### config.mk
export PLATFORM = sky130hd
export DESIGN_NAME = jt51_so_deser
export DESIGN_NICKNAME = d
export VERILOG_FILES = /design/src/rtl/jt51_so_pkg.sv /design/src/rtl/jt51_so_chan.sv /design/src/rtl/jt51_so_deser.sv
export SDC_FILE = /design/constraint.sdc
export NUM_CORES = 1
export LEC_CHECK = 0
export BUFFER_PORTS_ARGS = -buffer_cell sky130_fd_sc_hd__buf_2
export CAP_MARGIN = 20
export CORE_UTILIZATION = 50
export CTS_CLUSTER_SIZE = 8
export DETAILED_ROUTE_END_ITERATION = 16
export PLACE_DENSITY = 0.87
export SLEW_MARGIN = 15
export SYNTH_ARGS = -nofsm -noshare
export SYNTH_HDL_FRONTEND = slang
export SYNTH_HIERARCHICAL = 1
export SYNTH_SLANG_ARGS = --single-unit
### constraint.sdc
create_clock -name clk -period 1.2 [get_ports clk]
set_clock_uncertainty 0.05 [all_clocks]
set_input_delay 0.06 -clock clk [delete_from_list [all_inputs] [get_ports clk]]
set_output_delay 0.06 -clock clk [all_outputs]
set_load 0.02 [all_outputs]
### src/rtl/jt51_so_pkg.sv
// jt51_so_pkg
// Shared frame geometry for the YM2151-style serial output deserializer.
// Frame is 16 bits, LSB first: 3 don't-care bits, 10-bit mantissa, 3-bit exponent.
// Optional build macro used by the channel module: JT51_SO_ERRCHK_EN.
package jt51_so_pkg;

    localparam int FRAME_LEN  = 16;
    localparam int DUMMY_BITS = 3;
    localparam int MAN_W      = 10;
    localparam int EXP_W      = 3;
    localparam int MAN_LSB    = DUMMY_BITS;
    localparam int EXP_LSB    = DUMMY_BITS + MAN_W;

    // Bit counter must be able to tell 16 from longer frames; saturates at 31.
    localparam int CNT_W = 5;
    localparam logic [CNT_W-1:0] CNT_MAX = '1;

    typedef struct packed {
        logic [EXP_W-1:0] exp;
        logic [MAN_W-1:0] man;
    } so_word_t;

    function automatic logic [CNT_W-1:0] sat_inc(input logic [CNT_W-1:0] c);
        return (c == CNT_MAX) ? c : c + 1'b1;
    endfunction

endpackage

### src/rtl/jt51_so_chan.sv
// jt51_so_chan
// One channel of the serial output deserializer. Shifts so in while sh is high
// (sampled on cen), and on the falling edge of sh latches the mantissa/exponent
// slices and pulses valid for one clk.
// Build option: JT51_SO_ERRCHK_EN -- frames whose bit count is not 16 do not
// update the outputs and pulse err instead; without it err is constant 0.
// Ports:
//   rst    async active-high reset
//   clk    system clock
//   cen    serial bit-clock enable
//   so     serial data, LSB first
//   sh     frame strobe for this channel
//   man    10-bit two's-complement mantissa (registered)
//   exp    3-bit exponent (registered)
//   valid  one-clk pulse when man/exp update
//   err    one-clk pulse on a wrong-length frame
module jt51_so_chan
    import jt51_so_pkg::*;
(
    input  logic             rst,
    input  logic             clk,
    input  logic             cen,
    input  logic             so,
    input  logic             sh,
    output logic [MAN_W-1:0] man,
    output logic [EXP_W-1:0] exp,
    output logic             valid,
    output logic             err
);

    logic [FRAME_LEN-1:0] sr;
    logic [CNT_W-1:0]     cnt;
    logic                 sh_prev;
    logic                 close;
    so_word_t             word;

    // Edges are only seen across consecutive cen samples.
    assign close = cen & ~sh & sh_prev;

    // Slices of the current shift register; for frames longer than 16 bits the
    // register simply holds the most recent 16.
    assign word.man = sr[MAN_LSB +: MAN_W];
    assign word.exp = sr[EXP_LSB +: EXP_W];

    always_ff @(posedge clk or posedge rst) begin
        if (rst) begin
            sr      <= '0;
            cnt     <= '0;
            sh_prev <= 1'b0;
        end else if (cen) begin
            sh_prev <= sh;
            if (sh) begin
                sr  <= {so, sr[FRAME_LEN-1:1]};
                // First sample of a frame counts as bit 1.
                cnt <= sh_prev ? sat_inc(cnt) : CNT_W'(1);
            end
        end
    end

    // Pulses are cleared every clk so they stay one clk wide whatever cen does.
    always_ff @(posedge clk or posedge rst) begin
        if (rst) begin
            man   <= '0;
            exp   <= '0;
            valid <= 1'b0;
            err   <= 1'b0;
        end else begin
            valid <= 1'b0;
            err   <= 1'b0;
            if (close) begin
`ifdef JT51_SO_ERRCHK_EN
                if (cnt == CNT_W'(FRAME_LEN)) begin
                    man   <= word.man;
                    exp   <= word.exp;
                    valid <= 1'b1;
                end else begin
                    err   <= 1'b1;
                end
`else
                man   <= word.man;
                exp   <= word.exp;
                valid <= 1'b1;
`endif
            end
        end
    end

endmodule

### src/rtl/jt51_so_deser.sv
// jt51_so_deser
// YM2151-style serial audio output deserializer. Left channel frames on sh1,
// right channel on sh2; both share so and cen and are fully independent, so
// their frames may overlap.
// Build option: JT51_SO_ERRCHK_EN enables frame-length checking (frame_err).
// Ports:
//   rst, clk                  async active-high reset, system clock
//   cen                       serial bit-clock enable
//   so, sh1, sh2              serial data and left/right frame strobes
//   left_man/left_exp/left_valid     left decoded word and update pulse
//   right_man/right_exp/right_valid  right decoded word and update pulse
//   frame_err                 one-clk pulse on a wrong-length frame, either channel
module jt51_so_deser
    import jt51_so_pkg::*;
(
    input  logic             rst,
    input  logic             clk,
    input  logic             cen,
    input  logic             so,
    input  logic             sh1,
    input  logic             sh2,
    output logic [MAN_W-1:0] left_man,
    output logic [EXP_W-1:0] left_exp,
    output logic             left_valid,
    output logic [MAN_W-1:0] right_man,
    output logic [EXP_W-1:0] right_exp,
    output logic             right_valid,
    output logic             frame_err
);

    logic left_err;
    logic right_err;

    jt51_so_chan u_left (
        .rst   (rst),
        .clk   (clk),
        .cen   (cen),
        .so    (so),
        .sh    (sh1),
        .man   (left_man),
        .exp   (left_exp),
        .valid (left_valid),
        .err   (left_err)
    );

    jt51_so_chan u_right (
        .rst   (rst),
        .clk   (clk),
        .cen   (cen),
        .so    (so),
        .sh    (sh2),
        .man   (right_man),
        .exp   (right_exp),
        .valid (right_valid),
        .err   (right_err)
    );

    assign frame_err = left_err | right_err;

endmodule
# Word level (Yosys, flattened, before mapping)
# Index checks and enable logic that the tools add are counted.
# Widths: inputs -> output; s select.
[word_totals] out_inout_bits=29 wordCells=20 register_bits=62 inputBits=6
[classes] bitwise_logic=6 mux=2 n_reduce_logical=2
[op_table] operator="$and 1x1->1" count=4
[op_table] operator="$reduce_and 2->1" count=2
[op_table] operator="$mux 1" count=2
[op_table] operator="$not 1->1" count=2

# Longest topological paths before layout
# Gate-level depths: netlist (run 1).
[depth] ltp_word=4 ltp_mapped=3 mapped_depth_nobuf=2

# Cells and area by module
# Netlist (run 1), hierarchy kept.
[modules_own_cells] module="jt51_so_chan" seq_area_each_um2=700.7 n_inst=2 cells_per_inst=64 area_each_um2=1103.6
[modules_own_cells] module="jt51_so_deser" seq_area_each_um2=0.0 n_inst=1 cells_per_inst=1 area_each_um2=6.3

# Worst setup path before layout (run 1)
# No wires, ideal clock.
[synth_timing] kind="reg2reg" startpoint="reg u_left.sh_prev" endpoint="reg u_left.exp[0]" required_ns=1.025 path_buffers=1 stages_incl_launch_ff=4 setup_slack_ns=0.074 t_arrival_ns=0.951 cell_sequence="dfrtp_1 -> nand3b_4 -> buf_6 -> mux2_4"
[synth_between] elab_chain_cells=1
[synth_rtl] item="start, declared" line_no="jt51_so_chan.sv:33" rtl="logic sh_prev;"
[synth_rtl] item="start signal, assigned" line_no="jt51_so_chan.sv:51" rtl="sh_prev <= sh;"
[synth_rtl] item="$and 1x1->1" line_no="jt51_so_chan.sv:38" rtl="assign close = cen & ~sh & sh_prev;"
[synth_rtl] item="end signal, assigned" line_no="jt51_so_chan.sv:81" rtl="exp <= word.exp;"
[synth_rtl] item="end, declared" line_no="jt51_so_chan.sv:26" rtl="output logic [EXP_W-1:0] exp,"
# Every way passes these cells.
# A chain may end at the register's enable or synchronous reset.

# Final worst setup path (run 1)
[layout_timing] startpoint="reg u_left.sh_prev" endpoint="reg u_left.exp[1]"
# The elaborated chain is that of the path after synthesis.

==> impl_metrics.json, run 1 <==
{
  "nNetsFinal": 174,
  "layout-drive-gt1-share_pct": 58.6,
  "dpl_worst_slack_ns": 0.00501,
  "cp_slowest_stage_delay_ns": 0.41,
  "leakagePower_uw": 0.00134,
  "ant_nets": 0,
  "die_h_um": 68.5,
  "p_comb_share_pct": 32.2,
  "synthAdderAreaFrac_pct": 0,
  "wl_per_cell_um": 14.6,
  "setup_slack_ns": 0.0246,
  "postSynthNetCount": 135,
  "critPathArrivalTime_ns": 1.31,
  "pwr_density_cell_mw_per_mm2": 2430,
  "critPathTopFamily": "flip-flops",
  "swShare_pct": 31.9,
  "io_buffers": 33,
  "tns_ns": 0,
  "post_cts.repair.setup_buffers": 0,
  "synth_compound_area_share_pct": 0.452,
  "start_util_pct": 53.8,
  "firstDrtPassIters": 4,
  "vias_per_cell": 5.01,
  "cts_tree": "yes",
  "syn2layout_area_growth_pct": 14.2,
  "power.internal_uw": 4180,
  "grt_max_degree": 29,
  "antenna_found_initial": 0,
  "cp-start-kind": "flop",
  "worst_path_max_delay_cell": "dfrtp_1",
  "overflow": 0,
  "clock.fmax_mhz": 851,
  "drv_cap": 0,
  "clk_latency_ns": 0.30,
  "drc_errors": 0,
  "ctsHtreeMaxLevel": 2,
  "slew_violations": 0,
  "critPathMaxFanout": 14,
  "rsz0062_at_grt": "true",
  "met2_wirelength_mm": 1.55,
  "num_vias": 1098,
  "ys_warn_count": 6,
  "yosysUniqueCellTypes": 11,
  "fin_crit_sh_pct": 97.9,
  "hold_path.class": "in2reg",
  "dieArea_mm2": 0.00470,
  "synth.area.mux_share_pct": 29.5,
  "synth-seq-cells": 56,
  "core_mm2": 0.00412,
  "path_clk_slew_ns": 0.09,
  "placedCellCount": 208,
  "worstPathCellList": "nand3b_4, mux2_4",
  "vdd_ir_drop_max_uv": 1460,
  "synth.area.top_cells": "dfrtp_1 63%, mux2_2 17%, mux2_4 12%",
  "synth_cells": 129,
  "postSynthAreaPerCell_um2": 17.2,
  "grt_pass1_wl_mm": 5.15,
  "crit_required_ns": 1.34,
  "antenna_cells": 0,
  "m1WireLength_mm": 1.49,
  "hold_violations": 0,
  "wl_met3_um": 130,
  "critPathKind": "reg2reg",
  "routed_wl_mm": 3.20,
  "instances_no_fill": 219,
  "outcome": "finished clean",
  "finalSetupViolations": 0,
  "p_sw_uw": 1960,
  "numCtsBuffers": 5,
  "syn_area_mm2": 0.00221,
  "r2r_setup_slack_ns": 0.02,
  "synth-xor-area-share_pct": 0,
  "yosys.area_share.simple_pct": 2.66,
  "die_w_um": 68.5,
  "dpl.hpwl_mm": 2.23,
  "top_layer": "met4",
  "numClockSinks": 56,
  "endpoint_kind": "flop",
  "synth_top_family_by_area": "multiplexers",
  "gp_congestion": 0.704,
  "clkPwrFrac_pct": 16.5,
  "drtIter0Drc": 72,
  "worst-path-buf-inv": 0,
  "io_pins": 35,
  "synth_top_area_share_pct": 63.3,
  "yosysTopAreaCell": "dfrtp_1",
  "clock_path_buffers": 2,
  "synth_seq_area_share_pct": 63.3,
  "fp-row-count": 23,
  "track_usage_pct": 15.6,
  "sequentialPowerShare_pct": 51.3,
  "clockRootBuffer": "clkbuf_8",
  "grt_pass1_vias": 1097,
  "layout_min_cycle_time_ns": 1.18
}
[Yosys cell counts]
master / n
inv_1: 6
mux2_4: 18
nand2_2: 2
mux2_2: 34
conb_1: 2
buf_6: 4
o21ai_0: 2
buf_4: 2
or2_1: 1
nand3b_4: 2
dfrtp_1: 56
[registers in the layout, indices dropped and copies added (netlist names)]
signal,flops
u_left/sr,13
u_right/sr,13
u_left/man,10
u_right/man,10
u_left/exp,3
u_right/exp,3
u_left/sh_prev,1
u_left/valid,1
u_right/sh_prev,1
u_right/valid,1
[placed cells by master (no fill, tap or decap), drive strengths merged]
cell type | netlist | routed
conb | 2 | 2
clkbuf | 0 | 8
dfrtp | 56 | 56
buf | 6 | 35
or2 | 1 | 1
inv | 6 | 6
mux2 | 52 | 52
o21ai | 2 | 2
nand2 | 2 | 2
nand3b | 2 | 3
dlygate4sd3 | 0 | 2
[logic make-up (layout without fill, tap and decap cells)]
kind of cell,after synthesis,after routing
and+or+nand+nor,5,6
buffers and inverters,12,51
DFF,56,56
other,2,2
AOI/OAI and AO/OA,2,2
muxes,52,52
[power by group through the flow]
| stage | Clock, uW | Combinational (uW) | Sequential (uW) |
|---|---|---|---|
| finish | 1010 | 1980 | 3150 |
| global route | 1120 | 2120 | 3270 |
| CTS | 1030 | 2000 | 3160 |
| detailed placement | 0 | 1990 | 3190 |
| global placement | 0 | 1940 | 3130 |
| floorplan | 0 | 956 | 3580 |
[layer usage]
layer / vias up / track usage (%)
met5: - / 0
met4: 0 / 5.99
met3: 3 / 5.10
met2: 29 / 24.5
met1: 550 / 19.9
li1: 516 / -
[layout make-up]
class	instances	area, um2
Timing Repair Buffer	37	200
Clock buffer	8	90.1
Sequential cell	56	1400
Fill cell	291	1590
Multi-Input combinational cell	62	749
Tap cell	50	62.6
Inverter	6	22.5
[tightest hold or removal path: stages]
cell and delay, ns:
buf_2 0.11, nand3b_4 0.19, inv_1 0.05
[stage by stage]
stage | util [%] | total power (uW) | cell area (um2) | hold WS (ns)
2_1_floorplan | - | 4530 | 2210 | 0.0754
3_3_place_gp | 58.2 | 5070 | 2400 | 0.0875
3_5_place_dp | 58.2 | 5180 | 2400 | 0.0942
4_1_cts | 60.9 | 6190 | 2510 | 0.0740
5_1_grt | 61.4 | 6520 | 2530 | 0.112
6_report | 61.4 | 6140 | 2530 | 0.104
[worst paths after layout]
kind                                 from               to  depth (start not counted)
hold / removal                        sh2    u_right/valid                          3
max in group asynchronous             rst  u_right/sh_prev                          4
setup reg to reg           u_left/sh_prev    u_left/exp[1]                          2
setup / recovery           u_left/sh_prev    u_left/exp[1]                          2
min in group asynchronous             rst    u_left/exp[0]                          4
hold reg to reg             u_left/man[4]    u_left/man[4]                          1
[what timing repair did]
item,in CTS,in global routing
gates cloned,0,1
endpoints found under the setup margin,1,23
resized for setup,0,2
endpoints found under the hold margin,58,0
hold buffers,2,0
(Power assumes the default switching activity.)
==> run 2, diff against run 1 <==
==> constraint.sdc (replaced) <==
create_clock -name clk -period 1.2 [get_ports clk]
set_clock_uncertainty 0.05 [all_clocks]
set_input_delay 0.18 -clock clk [delete_from_list [all_inputs] [get_ports clk]]
set_output_delay 0.18 -clock clk [all_outputs]
set_load 0.02 [all_outputs]
==> impl_metrics.json, run 2 (same netlist as run 1, synthesis figures left out) <==
{
  "vias_per_cell": 5.14,
  "layout-drive-gt1-share_pct": 60.9,
  "hold_violations": 0,
  "dieArea_mm2": 0.00470,
  "start_util_pct": 53.8,
  "fin_util_pct": 62.0,
  "hold_path.class": "in2reg",
  "path_clk_slew_ns": 0.09,
  "reg_top3": "u_left/sr x13, u_right/sr x13",
  "finalSetupViolations": 0,
  "drc_errors": 0,
  "dpl.hpwl_mm": 2.33,
  "final_common_cell": "dfrtp_1",
  "numClockSinks": 56,
  "leakagePower_uw": 0.00136,
  "grt_max_degree": 29,
  "grt_pass1_wl_mm": 5.38,
  "firstDrtPassIters": 4,
  "grt_pass1_vias": 1156,
  "layout_common_cells": "54 x dfrtp_1, 34 x mux2_2, 33 x buf_2, 18 x mux2_4, 7 x clkbuf_8",
  "fin_crit_sh_pct": 95.8,
  "critPathMaxFanout": 7,
  "numCtsBuffers": 5,
  "ctsHtreeMaxLevel": 2,
  "vdd_ir_drop_max_uv": 1410,
  "overflow": 0,
  "critPathKind": "reg2reg",
  "num_vias": 1126,
  "n_fill_cell": 316,
  "clock_path_buffers": 2,
  "cp-start-kind": "flop",
  "die_w_um": 68.5,
  "nNetsFinal": 175,
  "gp_congestion": 0.717,
  "slew_violations": 0,
  "antenna_cells": 0,
  "drtIter0Drc": 41,
  "track_usage_pct": 16.2,
  "clockRootBuffer": "clkbuf_8",
  "io_buffers": 33,
  "clk_latency_ns": 0.29,
  "clock.fmax_mhz": 870,
  "pwr_density_cell_mw_per_mm2": 2440,
  "layout_min_cycle_time_ns": 1.15,
  "syn2layout_area_growth_pct": 15.3,
  "core_mm2": 0.00412,
  "setup_slack_ns": 0.0501,
  "io_pins": 35,
  "crit_required_ns": 1.33,
  "dpl_worst_slack_ns": 0.00367,
  "rsz0062_at_grt": "false",
  "antenna_found_initial": 0,
  "ant_nets": 0,
  "endpoint_kind": "flop",
  "wl_per_cell_um": 15.9,
  "fp-row-count": 23,
  "die_h_um": 68.5,
  "cts_tree": "yes",
  "routed_wl_mm": 3.48,
  "critPathArrivalTime_ns": 1.28,
  "drv_cap": 0,
  "outcome": "finished clean"
}
[run 2: changes by cell type in the layout (fill, tap and decap cells not counted)]
cell / delta
buf_4: +1
dlygate4sd3_1: -1
nand3b_4: +1
clkbuf_8: +1
dfrtp_1: -1
dfrtp_2: +1
clkbuf_1: -2
[run 2: per-layer routing]
layer | vias up | track usage (%) | wire length (um)
met5 | - | 0 | 0
met4 | 0 | 4.69 | 14
met3 | 2 | 5.10 | 162
met2 | 30 | 26.7 | 1740
met1 | 574 | 20.4 | 1570
li1 | 520 | - | -
[run 2: what timing repair did]
action | 4_1_cts | 5_1_grt
hold endpoints to repair | 56 | 0
gates resized for setup | 0 | 4
setup buffers | 1 | 0
cloned | 0 | 2
pin swaps | 0 | 0
hold buffers | 1 | 0
endpoints found under the setup margin | 5 | 26
[run 2: where the power goes]
part | leakage (uW) | internal, uW | switching, uW
clock network | 0.0000503 | 515 | 539
registers | 0.000691 | 2670 | 499
logic | 0.000614 | 1050 | 950
total | 0.00136 | 4230 | 1990
[run 2: worst paths after layout]
| check | from | to | slack, ns | cells after the start |
|---|---|---|---|---|
| setup / recovery | u_left/sh_prev | u_left/man[3] | 0.05 | 2 |
| hold / removal | so | u_left/sr[15] | 0.08 | 2 |
| setup reg to reg | u_left/sh_prev | u_left/man[3] | 0.05 | 2 |
| hold reg to reg | u_right/man[1] | u_right/man[1] | 0.46 | 1 |
| max in group asynchronous | rst | u_right/sh_prev | 0.38 | 4 |
| min in group asynchronous | rst | u_left/sh_prev | 0.43 | 4 |
[run 2: cell type report]
cell class | instances | area, um2 | share of cell area, %
Clock buffer | 7 | 96.3 | 3.77
Tap cell | 50 | 62.6 | 2.45
Sequential cell | 56 | 1400 | 55.0
Timing Repair Buffer | 37 | 198 | 7.75
Inverter | 6 | 22.5 | 0.882
Multi-Input combinational cell | 63 | 769 | 30.1
[run 2: through the flow]
step | std cells | power, uW | area, um2 | hold slack (ns) | setup TNS, ns
after floorplan | 129 | 4530 | 2210 | 0.195 | 0
after global placement | 208 | 5070 | 2400 | 0.208 | 0
after detailed placement | 208 | 5200 | 2400 | 0.219 | 0
after CTS | 217 | 6260 | 2510 | 0.0698 | -0.0179
after global routing | 219 | 6610 | 2550 | 0.0725 | 0
final | 219 | 6220 | 2550 | 0.0775 | 0
[run 2: critical path: stages, from the launching register on]
cell	delay (ns)
dfrtp_2	0.47
nand3b_4	0.16
mux2_2	0.36
==> run 3, diff against run 2 <==
clock period = 1 ns   (was 1.2 ns; I/O delays follow)
==> impl_metrics.json, run 3 (same netlist as run 1, synthesis figures left out) <==
{
  "outcome": "complete, but fails checks",
  "violations": "setup timing",
  "dieArea_mm2": 0.00470,
  "p_total_uw": 9050,
  "fin_crit_sh_pct": 116,
  "layout_common_cells": "55 x dfrtp_1, 28 x buf_6, 27 x buf_4, 26 x mux2_4, 26 x mux2_2",
  "instances_no_fill": 246,
  "clkPwrFrac_pct": 16.9,
  "pwr_density_cell_mw_per_mm2": 3010,
  "firstDrtPassIters": 4,
  "clockRootBuffer": "clkbuf_8",
  "crit_required_ns": 1.14,
  "clk_latency_ns": 0.30,
  "core_mm2": 0.00412,
  "critPathKind": "reg2reg",
  "routed_wl_mm": 4.00,
  "dpl.hpwl_mm": 2.47,
  "antenna_cells": 0,
  "finalSetupViolations": 54,
  "hold_path.class": "in2reg",
  "num_vias": 1224,
  "final_common_cell": "dfrtp_1",
  "syn2layout_area_growth_pct": 35.8,
  "clock_path_buffers": 2,
  "drtIter0Drc": 30,
  "slew_violations": 0,
  "critPathMaxFanout": 5,
  "post-route-cell-area_mm2": 0.00301,
  "grt_pass1_vias": 1343,
  "leakagePower_uw": 0.00158,
  "ctsHtreeMaxLevel": 2,
  "io_buffers": 33,
  "reg_top3": "u_left/sr x13, u_right/sr x13",
  "die_w_um": 68.5,
  "grt_pass1_wl_mm": 6.23,
  "ant_nets": 0,
  "drv_cap": 0,
  "placedCellCount": 213,
  "start_util_pct": 53.8,
  "numClockSinks": 56,
  "endpoint_kind": "flop",
  "setup_slack_ns": -0.163,
  "fp-row-count": 23,
  "numCtsBuffers": 5,
  "drc_errors": 0,
  "cp-start-kind": "flop",
  "layout_min_cycle_time_ns": 1.16,
  "overflow": 0,
  "rsz0062_at_grt": "true",
  "power.internal_uw": 6340,
  "cts_tree": "yes",
  "vdd_ir_drop_max_uv": 1630,
  "vias_per_cell": 4.98,
  "layout-drive-gt1-share_pct": 65.8,
  "clock.fmax_mhz": 860,
  "die_h_um": 68.5,
  "p_sw_uw": 2710,
  "antenna_found_initial": 0,
  "critPathArrivalTime_ns": 1.31,
  "wl_per_cell_um": 16.3,
  "dpl_worst_slack_ns": -0.210,
  "n_fill_cell": 260,
  "track_usage_pct": 18.9,
  "grt_max_degree": 29,
  "gp_congestion": 0.679,
  "swShare_pct": 30.0,
  "place_area_mm2": 0.00245,
  "io_pins": 35,
  "sequentialPowerShare_pct": 43.2,
  "hold_violations": 0,
  "path_clk_slew_ns": 0.10,
  "nNetsFinal": 201,
  "p_comb_share_pct": 39.9
}
[run 3: cell count changes in the layout (fill, tap and decap cells not counted), moves of 2 or more]
cell and change:
buf_4 +24, mux2_4 +8, buf_6 +28, buf_12 +2, buf_2 -28, mux2_2 -8
[run 3: path summary, 6_finish.rpt]
kind,start,end,slack [ns],depth (start not counted)
max in group asynchronous,rst,u_right/man[4],0.23,4
min in group asynchronous,rst,u_left/sr[15],0.36,4
setup / recovery,u_right/sh_prev,u_right/man[2],-0.16,3
setup reg to reg,u_right/sh_prev,u_right/man[2],-0.16,3
hold reg to reg,u_right/sr[3],u_right/man[0],0.46,1
hold / removal,so,u_left/sr[15],0.03,2
[run 3: per-layer routing]
layer  up-vias  share of wire, %  track usage (%)
li1        568                 -                -
met1       618                43             23.3
met2        30                52             31.4
met3         8               3.9             4.28
met4         0               1.4             8.59
met5         -                 0                0
[run 3: power groups by stage]
stage	clock, uW	combinational, uW	sequential [uW]
finish	1530	3610	3910
global route	1670	3830	4050
CTS	1560	3490	3900
detailed placement	0	2430	3840
global placement	0	2350	3760
floorplan	0	1150	4290
[run 3: final cells by class]
| class | instances | area, um2 | share of cell area (%) |
|---|---|---|---|
| flip-flops and latches | 56 | 1400 | 46.7 |
| multi-input cells | 62 | 779 | 25.9 |
| repair buffers | 64 | 618 | 20.6 |
| clock buffers | 6 | 82.6 | 2.75 |
| well taps | 50 | 62.6 | 2.08 |
| clock inverters | 2 | 38.8 | 1.29 |
| inverters | 6 | 22.5 | 0.749 |
[run 3: stage by stage]
step | setup TNS (ns) | hold WS (ns) | utilization, %
2_1_floorplan | -2.02 | 0.165 | -
3_3_place_gp | -4.89 | 0.138 | 59.4
3_5_place_dp | -7.30 | 0.148 | 59.4
4_1_cts | -4.94 | 0.0344 | 71.3
5_1_grt | -6.17 | 0.0367 | 73.1
6_report | -4.59 | 0.0316 | 73.1
[run 3: repair_timing]
item / in CTS / in global routing
hold endpoints to repair: 56 / 0
gates cloned: 1 / 1
endpoints found under the setup margin: 54 / 54
resized for setup: 63 / 3
buffers inserted: 17 / 5
hold buffers: 1 / 0
[run 3: worst max-delay path, cell delays in order, from the launching register on]
cell and delay [ns]:
dfrtp_1 0.40, nand3b_4 0.12, clkbuf_16 0.19, mux2_4 0.29
